### src/rtl/array_ops_pkg.sv
`default_nettype none
// ============================================================================
// Module      : array_ops_pkg
// Description : Packer state encoding and the (row, col) to sub-array flat
//               slice index mapping.
// Revision    : 1.0 - initial release
// ============================================================================
package array_ops_pkg;

  typedef enum logic [0:0] {
    FILL = 1'b0,
    FULL = 1'b1
  } pack_state_e;

  // The leading sub-array holds rows [0,sub_rows) column-major; the rest follow it.
  function automatic int sub_array_flat_index(input int r, input int c,
                                              input int rows, input int cols,
                                              input int sub_rows);
    if (r < sub_rows)
      return c * sub_rows + r;
    else
      return cols * sub_rows + c * (rows - sub_rows) + (r - sub_rows);
  endfunction

endpackage
`default_nettype wire

### src/rtl/sub_array_stream_packer_if.sv
`default_nettype none
// ============================================================================
// Module      : sub_array_stream_packer_if
// Description : Element input stream and flat frame output stream of the packer.
// Revision    : 1.0 - initial release
// ============================================================================
interface sub_array_stream_packer_if #(
  parameter int BIT_WIDTH = 4,
  parameter int ROWS      = 8,
  parameter int COLS      = 8
);
  logic [BIT_WIDTH-1:0]           in_data;
  logic                           in_valid;
  logic                           in_last;
  logic                           in_ready;
  logic [ROWS*COLS*BIT_WIDTH-1:0] out_flat;
  logic                           out_valid;
  logic                           out_ready;
  logic                           err_frame;

  modport master (
    output in_data, in_valid, in_last, out_ready,
    input  in_ready, out_flat, out_valid, err_frame
  );

  modport slave (
    input  in_data, in_valid, in_last, out_ready,
    output in_ready, out_flat, out_valid, err_frame
  );
endinterface
`default_nettype wire

### src/rtl/sub_array_index_calc.sv
`default_nettype none
// ============================================================================
// Module      : sub_array_index_calc
// Description : Combinational (row, col) to flat slice index in sub-array order.
// Revision    : 1.0 - initial release
// ============================================================================
module sub_array_index_calc
  import array_ops_pkg::*;
#(
  parameter int ROWS     = 8,
  parameter int COLS     = 8,
  parameter int SUB_ROWS = 4,
  parameter int RW       = 3,
  parameter int CW       = 3,
  parameter int PW       = 6
) (
  input  logic [RW-1:0] i_row,
  input  logic [CW-1:0] i_col,
  output logic [PW-1:0] o_p
);

  assign o_p = PW'(sub_array_flat_index(int'(i_row), int'(i_col), ROWS, COLS, SUB_ROWS));

endmodule
`default_nettype wire

### src/rtl/sub_array_stream_packer.sv
`default_nettype none
// ============================================================================
// Module      : sub_array_stream_packer
// Description : Packs a row-major element stream into one flat frame laid out
//               as a leading sub-array followed by the remaining rows.
// Revision    : 1.0 - initial release
// ============================================================================
module sub_array_stream_packer
  import array_ops_pkg::*;
#(
  parameter int BIT_WIDTH = 4,
  parameter int ROWS      = 8,
  parameter int COLS      = 8,
  parameter int SUB_ROWS  = 4
) (
  input  logic                      clk,
  input  logic                      rst,
  sub_array_stream_packer_if.slave  bus
);

  localparam int RW = (ROWS > 1) ? $clog2(ROWS) : 1;
  localparam int CW = (COLS > 1) ? $clog2(COLS) : 1;
  localparam int PW = (ROWS * COLS > 1) ? $clog2(ROWS * COLS) : 1;
  localparam logic [RW-1:0] c_row_max = RW'(ROWS - 1);
  localparam logic [CW-1:0] c_col_max = CW'(COLS - 1);

  generate
    if (SUB_ROWS < 0 || SUB_ROWS > ROWS) begin : g_bad_sub_rows
      $error("SUB_ROWS must lie in 0..ROWS");
    end
  endgenerate

  pack_state_e                    r_state;
  pack_state_e                    w_state_next;
  logic [RW-1:0]                  r_row;
  logic [CW-1:0]                  r_col;
  logic [PW-1:0]                  w_p;
  logic [ROWS*COLS*BIT_WIDTH-1:0] r_flat;
  logic                           r_err;
  logic                           w_beat;
  logic                           w_last_pos;
  logic                           w_early_last;

  sub_array_index_calc #(
    .ROWS     (ROWS),
    .COLS     (COLS),
    .SUB_ROWS (SUB_ROWS),
    .RW       (RW),
    .CW       (CW),
    .PW       (PW)
  ) u_index_calc (
    .i_row (r_row),
    .i_col (r_col),
    .o_p   (w_p)
  );

  assign bus.in_ready  = (r_state == FILL) & ~rst;
  assign bus.out_valid = (r_state == FULL);
  assign bus.out_flat  = r_flat;
  assign bus.err_frame = r_err;

  assign w_beat       = bus.in_valid & bus.in_ready;
  assign w_last_pos   = (r_row == c_row_max) && (r_col == c_col_max);
  assign w_early_last = w_beat & bus.in_last & ~w_last_pos;

  always_ff @(posedge clk or posedge rst) begin
    if (rst) r_state <= FILL;
    else     r_state <= w_state_next;
  end

  always_comb begin
    w_state_next = r_state;
    case (r_state)
      FILL:    if (w_beat && w_last_pos) w_state_next = FULL;
      FULL:    if (bus.out_ready)        w_state_next = FILL;
      default: w_state_next = FILL;
    endcase
  end

  // An early in_last drops its element and restarts the frame from (0,0).
  always_ff @(posedge clk or posedge rst) begin
    if (rst) begin
      r_row  <= '0;
      r_col  <= '0;
      r_flat <= '0;
      r_err  <= 1'b0;
    end else if (w_early_last) begin
      r_row <= '0;
      r_col <= '0;
      r_err <= 1'b1;
    end else if (w_beat) begin
      for (int i = 0; i < ROWS * COLS; i++) begin
        if (w_p == PW'(i)) r_flat[i*BIT_WIDTH +: BIT_WIDTH] <= bus.in_data;
      end
      if (w_last_pos) begin
        r_row <= '0;
        r_col <= '0;
        if (!bus.in_last) r_err <= 1'b1;
      end else if (r_col == c_col_max) begin
        r_col <= '0;
        r_row <= r_row + RW'(1);
      end else begin
        r_col <= r_col + CW'(1);
      end
    end
  end

endmodule
`default_nettype wire
### src/flat_wrapper.sv
// flat-port wrapper written by rule: the top's interface ports become plain ports
module sub_array_stream_packer_flat import array_ops_pkg::*;
#(
  parameter int BIT_WIDTH = 4,
  parameter int ROWS      = 8,
  parameter int COLS      = 8,
  parameter int SUB_ROWS  = 4
)
  (clk, rst, bus_in_data, bus_in_valid, bus_in_last, bus_out_ready, bus_in_ready, bus_out_flat, bus_out_valid, bus_err_frame);
  sub_array_stream_packer_if #(.BIT_WIDTH(BIT_WIDTH), .ROWS(ROWS), .COLS(COLS)) bus_i ();
  input  logic clk;
  input  logic rst;
  input wire logic [$bits(bus_i.in_data)-1:0] bus_in_data;
  input wire logic [$bits(bus_i.in_valid)-1:0] bus_in_valid;
  input wire logic [$bits(bus_i.in_last)-1:0] bus_in_last;
  input wire logic [$bits(bus_i.out_ready)-1:0] bus_out_ready;
  output wire logic [$bits(bus_i.in_ready)-1:0] bus_in_ready;
  output wire logic [$bits(bus_i.out_flat)-1:0] bus_out_flat;
  output wire logic [$bits(bus_i.out_valid)-1:0] bus_out_valid;
  output wire logic [$bits(bus_i.err_frame)-1:0] bus_err_frame;
  assign bus_i.in_data = bus_in_data;
  assign bus_i.in_valid = bus_in_valid;
  assign bus_i.in_last = bus_in_last;
  assign bus_i.out_ready = bus_out_ready;
  assign bus_in_ready = bus_i.in_ready;
  assign bus_out_flat = bus_i.out_flat;
  assign bus_out_valid = bus_i.out_valid;
  assign bus_err_frame = bus_i.err_frame;
  sub_array_stream_packer #(.BIT_WIDTH(BIT_WIDTH), .ROWS(ROWS), .COLS(COLS), .SUB_ROWS(SUB_ROWS)) u_core (.clk(clk), .rst(rst), .bus(bus_i));
endmodule
### config.mk
export PLATFORM = sky130hd
export DESIGN_NAME = sub_array_stream_packer_flat
export DESIGN_NICKNAME = d
export VERILOG_FILES = /design/src/rtl/array_ops_pkg.sv /design/src/rtl/sub_array_stream_packer_if.sv /design/src/rtl/sub_array_index_calc.sv /design/src/rtl/sub_array_stream_packer.sv /design/src/flat_wrapper.sv
export SDC_FILE = /design/constraint.sdc
export NUM_CORES = 1
export LEC_CHECK = 0
export CORE_MARGIN = 2
export CORE_UTILIZATION = 45
export DETAILED_ROUTE_END_ITERATION = 12
export PLACE_DENSITY = 0.8
export SLEW_MARGIN = 20
export SYNTH_ARGS = -nofsm -noshare
export SYNTH_HDL_FRONTEND = slang
export SYNTH_SLANG_ARGS = --single-unit
### constraint.sdc
create_clock -name clk -period 9.27 [get_ports clk]
set_input_delay 1.3905 -clock clk [delete_from_list [all_inputs] [get_ports clk]]
set_output_delay 1.3905 -clock clk [all_outputs]
set_load 0.05 [all_outputs]
==> reports/results.tsv, run 1 <==
stage	metric	value	unit
status	status	finished, final reports clean	
layout	syn_to_final_growth	34.9	%
die	io_pins	268	
sta	hold_viol_final	0	
placement	gp_congestion	0.776	
synth	ys_ff_latch	264	
clock_network	ctsHoldBuffers	0	
clock_network	cts.repair.resized	0	
detailed_routing	wire_per_inst	21.7	um
clock_network	clkTransAtPathRegs	0.06	ns
global_routing	grt_max_degree	108	
layout	finalNetCount	976	
clock_network	cts-root-buf	clkbuf_16	
detailed_routing	wl	28.2	mm
die	fp.dieW	161	um
setup_path	max_stage_delay	0.83	ns
synth	ys_types	46	
sta	clock_skew	0.00788	ns
setup_path	required	7.88	ns
synth	synthesis.area	0.0110	mm^2
setup_path	arrival	2.91	ns
global_routing	grt_pass1_vias	7463	
placement	dpl_worst_slack	4.98	ns
die	start_util	45.6	%
synth	ys_seq_area_share	59.9	%
setup_path	critPathKind	input pin to output pin	
synth	avgSynthCellArea	15.7	um^2
detailed_routing	avgViaCountPerCell	5.35	
setup_path	slowest_stage	clkdlybuf4s50_1	
synth	syn-num-nets	720	
sta	drv_slew	0	
setup_path	endpoint_kind	output pin	
clock_network	cts_setup_buffers	0	
power_and_ir_drop	power.leakage	6.97	nW
die	die_area	0.0258	mm^2
clock_network	clock_latency	0.53	ns
sta	fmax	0.233	GHz
setup_path	cp-start-kind	input pin	
clock_network	cts_tree	yes	
clock_network	cts_buffers	28	
clock_network	clkSinkCount	264	
placement	place_area	0.0139	mm^2
sta	tightestPinTransition	1.15	ns
global_routing	grt_pass1_wl	44.2	mm
hold_path	min_path_cells	1	
sta	finalSetupTns	0	ns
placement	dp_hpwl	18.3	mm
setup_path	rrSetupSlack	5.64	ns
power_and_ir_drop	power_switching	733	uW
job	maxCapViolCount	0	
sta	min_period_over_period	46.4	%
detailed_routing	remaining_drc_errors	0	
setup_path	cp.buffers_inverters	2	
setup_path	timing.rr.end	u_core.bus.out_flat[253]$_DFFE_PP0P_	
clock_network	cts_max_path_buffers	3	
layout	fin_area	0.0149	mm^2
layout	drive_gt1_share	33.8	%
setup_path	worstPathCellList	clkdlybuf4s50_1, nor2_1, clkdlybuf4s50_1	
hold_path	holdCritStartpoint	u_core.bus.err_frame$_DFFE_PP0P_	
power_and_ir_drop	p_int	2.02	mW
setup_path	cpMostUsedCell	clkdlybuf4s50_1	
clock_network	htreeDepth	1	
sta	maxSlewHeadroom	22.9	%
power_and_ir_drop	netSwitchingFraction	26.7	%
global_routing	gr-total-overflow	0	
power_and_ir_drop	power_density	185	mW/mm^2
hold_path	hold_path_end	u_core.bus.err_frame$_DFFE_PP0P_	
setup_path	r2r_start	u_core.r_row[0]$_DFFE_PP0P_	
hold_path	holdCritPathClass	flop to flop	
setup_path	reg2regPathDepth	7	
global_routing	grt_usage	21.9	%
detailed_routing	first_pass_iters	4	
layout	antennaDiodeCount	0	
sta	setup_viol	0	
die	core-area	0.0242	mm^2
power_and_ir_drop	combPwrFrac	13.4	%
synth	yosys_warnings	0	
setup_path	critPathTopFamily	buffers and inverters	
placement	io_buffers	267	
global_routing	grt_antenna_before_repair	0	
die	num_rows	57	
synth	syn_inst	700	
power_and_ir_drop	p_clk_share	42.4	%
die	die_y	161	um
sta	rsz0062_at_grt	false	
detailed_routing	vias	6958	
sta	period_minus_slack	4.30	ns
power_and_ir_drop	report.power.total	2.75	mW
sta	setup_slack	4.97	ns
detailed_routing	ant_nets	0	
power_and_ir_drop	irDropWorstVdd	0.132	mV
power_and_ir_drop	power_frac_seq	44.2	%
detailed_routing	drt_iter0_markers	350	
layout	utilization	61.5	%
setup_path	critical_path.max_fanout	4	
synthesized netlist by cell type (all sizes together):
| cell | n | area share [%] |
|---|---|---|
| a21bo | 2 | 0.18 |
| a21boi | 6 | 0.51 |
| a21o | 1 | 0.079 |
| a21oi | 1 | 0.079 |
| a22o | 3 | 0.25 |
| and2 | 2 | 0.11 |
| and3 | 1 | 0.057 |
| and3b | 1 | 0.079 |
| buf | 15 | 1.2 |
| clkbuf | 30 | 1.1 |
| dfrtp | 264 | 60 |
| dlygate4sd1 | 4 | 0.32 |
| fa | 1 | 0.18 |
| ha | 10 | 1.1 |
| inv | 6 | 0.20 |
| mux2 | 258 | 26 |
| mux2i | 1 | 0.091 |
| nand2 | 5 | 0.17 |
| nand2b | 2 | 0.11 |
| nand3 | 1 | 0.045 |
| nand4 | 48 | 5.4 |
| nor2 | 3 | 0.12 |
| nor2b | 1 | 0.057 |
| nor3 | 17 | 0.77 |
| nor3b | 1 | 0.068 |
| nor4 | 3 | 0.31 |
| nor4b | 1 | 0.079 |
| o2111ai | 4 | 0.32 |
| o21ai | 3 | 0.14 |
| o22ai | 1 | 0.057 |
| or2 | 1 | 0.057 |
| or3b | 1 | 0.079 |
| xnor2 | 1 | 0.079 |
| xor2 | 1 | 0.079 |
through the flow:
stage | std cells | hold slack, ns
after floorplan | 700 | 0.517
after global placement | 1250 | 0.454
after detailed placement | 1250 | 0.459
after CTS | 1301 | 0.482
after global routing | 1301 | 0.514
final | 1301 | 0.477
layer usage:
metal	vias to the layer above	part of all wire, %	global-route usage (%)
li1	3062	-	-
met1	3654	43	29.3
met2	212	48	36.3
met3	30	7.2	5.71
met4	0	1.7	4.71
met5	-	0	0
state kept, by name, summed over array words and instances, names as in the netlist:
name / count
u_core.bus.err_frame: 1
u_core.bus.out_flat: 256
u_core.bus.out_valid: 1
u_core.r_col: 3
u_core.r_row: 3
worst max-delay path by stage:
stage | to | start | depth (start not counted)
2_1_floorplan | u_core.bus.err_frame$_DFFE_PP0P_ | rst | 1
4_1_cts | bus_in_ready | rst | 3
6_report | bus_in_ready | rst | 3
5_1_grt | bus_in_ready | rst | 3
3_5_place_dp | u_core.bus.out_flat[253]$_DFFE_PP0P_ | rst | 6
3_3_place_gp | u_core.bus.out_flat[229]$_DFFE_PP0P_ | rst | 5
placed cells by master (no fill, tap or decap), types with 3 or more instances in the layout:
master           instances
clkbuf_8                 8
buf_4                    7
a21boi_0                 5
nand4_1                 28
o21ai_0                  3
mux2_2                 238
clkbuf_1                 8
buf_2                    4
nand4_4                 20
mux2_4                   4
ha_1                    10
o2111ai_1                4
clkdlybuf4s50_1        263
clkbuf_16               29
bufinv_16                3
mux2_1                  16
inv_1                    5
nand2_1                  5
dfrtp_1                264
nor3_1                  16
area by class of cell:
class	instances	area [um^2]
fill	1838	9310
sequential	264	6610
multi-input combinational	381	4140
timing repair buffer	275	2720
clock buffer	45	866
tap	324	405
clock inverter	6	109
inverter	6	30.0
power groups by stage:
stage | logic [mW] | clock network, mW | registers (mW)
floorplan | 0.125 | 0 | 1.36
global placement | 0.369 | 0 | 1.23
detailed placement | 0.372 | 0 | 1.24
CTS | 0.374 | 1.19 | 1.22
global route | 0.389 | 1.23 | 1.22
finish | 0.369 | 1.17 | 1.22
cells by family after synthesis:
kind of cell	synth area share (%)
AO/OA/AOI/OAI	1.61
XOR/XNOR	0.159
adder cells (fa/ha/maj)	1.32
buffers and inverters	2.83
flip-flops	59.9
multiplexers	26.6
AND/OR/NAND/NOR	7.57
(Power assumes the default switching activity.)
==> run 2, diff against run 1 <==
clock period = 4 ns   (was 9.27 ns; I/O delays follow)
==> run 2 against run 1 <==
Utilization is essentially flat. Power grew 130%. Clock-buffer cell count shrank 7. Combinational power grew 130%. Hold slack lost 0.0076 ns. Critical endpoint is now u_core.bus.out_flat[243]$_DFFE_PP0P_. Wire length shrank 2.0%. Via count shrank 1.1%. Largest cell class unchanged. Sequential power grew 130%. Global-route usage shrank 0.17 points. Clock power grew 110%. Die area is the same.
==> reports/results.tsv, run 2 (synthesis gave the netlist of run 1 again) <==
stage	metric	value	unit
setup_path	required	4.41	ns
sta	min_period_over_period	83.4	%
power_and_ir_drop	power_density	416	mW/mm^2
clock_network	htreeDepth	1	
power_and_ir_drop	power.leakage	6.96	nW
clock_network	cts-root-buf	clkbuf_16	
sta	fmax	0.300	GHz
clock_network	cts_tree	yes	
setup_path	critical_path.max_fanout	26	
clock_network	clkSinkCount	264	
sta	setup_viol	0	
die	start_util	45.6	%
setup_path	critPathKind	flop to flop	
setup_path	arrival	3.74	ns
sta	drv_slew	0	
layout	syn_to_final_growth	34.9	%
clock_network	cts_setup_buffers	0	
placement	io_buffers	267	
layout	mostFrequentLayoutCells	264 x dfrtp_1, 263 x clkdlybuf4s50_1, 238 x mux2_2	
detailed_routing	vias	6882	
die	fp.dieW	161	um
global_routing	grt_pass1_vias	7369	
placement	dp_hpwl	18.6	mm
placement	dpl_worst_slack	0.691	ns
layout	largest_register_ffs	256	
detailed_routing	wl	27.6	mm
clock_network	ctsHoldBuffers	0	
detailed_routing	drt_iter0_markers	339	
clock_network	cts_buffers	28	
clock_network	cts.repair.resized	0	
detailed_routing	ant_nets	0	
detailed_routing	wire_per_inst	21.1	um
global_routing	gr-total-overflow	0	
die	io_pins	268	
layout	finalNetCount	984	
placement	gp_congestion	0.814	
clock_network	clock_latency	0.53	ns
detailed_routing	remaining_drc_errors	0	
job	maxCapViolCount	0	
setup_path	slowest_stage	mux2i_4	
setup_path	critPathTopFamily	multiplexers	
clock_network	cts_max_path_buffers	3	
sta	hold_ws	0.469	ns
status	status	finished, final reports clean	
clock_network	clkTransAtPathRegs	0.06	ns
layout	fillers	1838	
detailed_routing	first_pass_iters	5	
sta	hold_viol_final	0	
global_routing	grt_max_degree	168	
setup_path	cp-start-kind	flop	
sta	setup_slack	0.662	ns
global_routing	grt_usage	21.7	%
layout	utilization	61.5	%
die	core-area	0.0242	mm^2
detailed_routing	avgViaCountPerCell	5.27	
setup_path	cp.buffers_inverters	2	
power_and_ir_drop	irDropWorstVdd	0.309	mV
setup_path	endpoint_kind	flop	
layout	antennaDiodeCount	0	
power_and_ir_drop	report.power.total	6.19	mW
setup_path	worstPathCellList	inv_1, nand2_1, fa_1, xor2_1, mux2i_4, buf_4, nand4_1, mux2_2	
global_routing	grt_pass1_wl	43.8	mm
die	die_area	0.0258	mm^2
sta	tightestPinTransition	1.06	ns
sta	rsz0062_at_grt	false	
sta	clock_skew	0.0169	ns
die	die_y	161	um
sta	period_minus_slack	3.34	ns
sta	finalSetupTns	0	ns
layout	drive_gt1_share	34.3	%
layout	final_common_cell	dfrtp_1	
die	num_rows	57	
global_routing	grt_antenna_before_repair	0	
sta	maxSlewHeadroom	29.4	%
setup_path	max_stage_delay	0.78	ns
hold_path	holdCritPathClass	flop to flop	
[run 2: cell count changes in the layout (fill, tap and decap cells not counted)]
cell | before | now
buf_4 | 7 | 13
clkinvlp_4 | 0 | 5
clkbuf_8 | 8 | 4
buf_12 | 0 | 3
clkbuf_1 | 8 | 5
bufinv_16 | 3 | 1
buf_6 | 1 | 0
clkinv_2 | 2 | 3
clkinv_4 | 1 | 0
inv_6 | 0 | 1
nor3_1 | 16 | 17
nor3_2 | 1 | 0
[run 2: area by class of cell]
class                   instances  area, um^2  share of cell area [%]
flip-flops and latches        264        6610                    44.4
repair buffers                283        2810                    18.9
multi-input cells             381        4130                    27.8
well taps                     324         405                    2.73
inverters                       6        26.3                   0.177
clock buffers                  38         800                    5.38
clock inverters                10        95.1                   0.639
[run 2: final timing paths]
check | from | end | slack, ns | depth (start not counted)
max in group asynchronous | rst | u_core.bus.out_flat[163]$_DFFE_PP0P_ | 2.45 | 3
max | u_core.r_row[2]$_DFFE_PP0P_ | u_core.bus.out_flat[243]$_DFFE_PP0P_ | 0.66 | 8
max reg2reg | u_core.r_row[2]$_DFFE_PP0P_ | u_core.bus.out_flat[243]$_DFFE_PP0P_ | 0.66 | 8
min in group asynchronous | rst | u_core.bus.out_flat[115]$_DFFE_PP0P_ | 0.70 | 3
min | u_core.bus.err_frame$_DFFE_PP0P_ | u_core.bus.err_frame$_DFFE_PP0P_ | 0.47 | 1
min reg2reg | u_core.bus.err_frame$_DFFE_PP0P_ | u_core.bus.err_frame$_DFFE_PP0P_ | 0.47 | 1
[run 2: stage by stage]
step / area [um^2] / cells
floorplan: 11000 / 700
global placement: 14000 / 1258
detailed placement: 14000 / 1258
CTS: 14900 / 1306
global route: 14900 / 1306
finish: 14900 / 1306
[run 2: routing by layer]
| metal | up-vias | routed length, um | track usage [%] |
|---|---|---|---|
| li1 | 3085 | - | - |
| met1 | 3526 | 12000 | 29.2 |
| met3 | 44 | 1760 | 5.24 |
| met4 | 0 | 652 | 5.77 |
| met5 | - | 0 | 0 |
| met2 | 227 | 13200 | 35.7 |
[run 2: power by group]
part / internal, mW / total [mW] / switching (mW) / leakage (nW)
clock: 1.46 / 2.51 / 1.04 / 0.429
sequential: 2.76 / 2.82 / 0.0608 / 3.66
combinational: 0.256 / 0.866 / 0.610 / 2.88
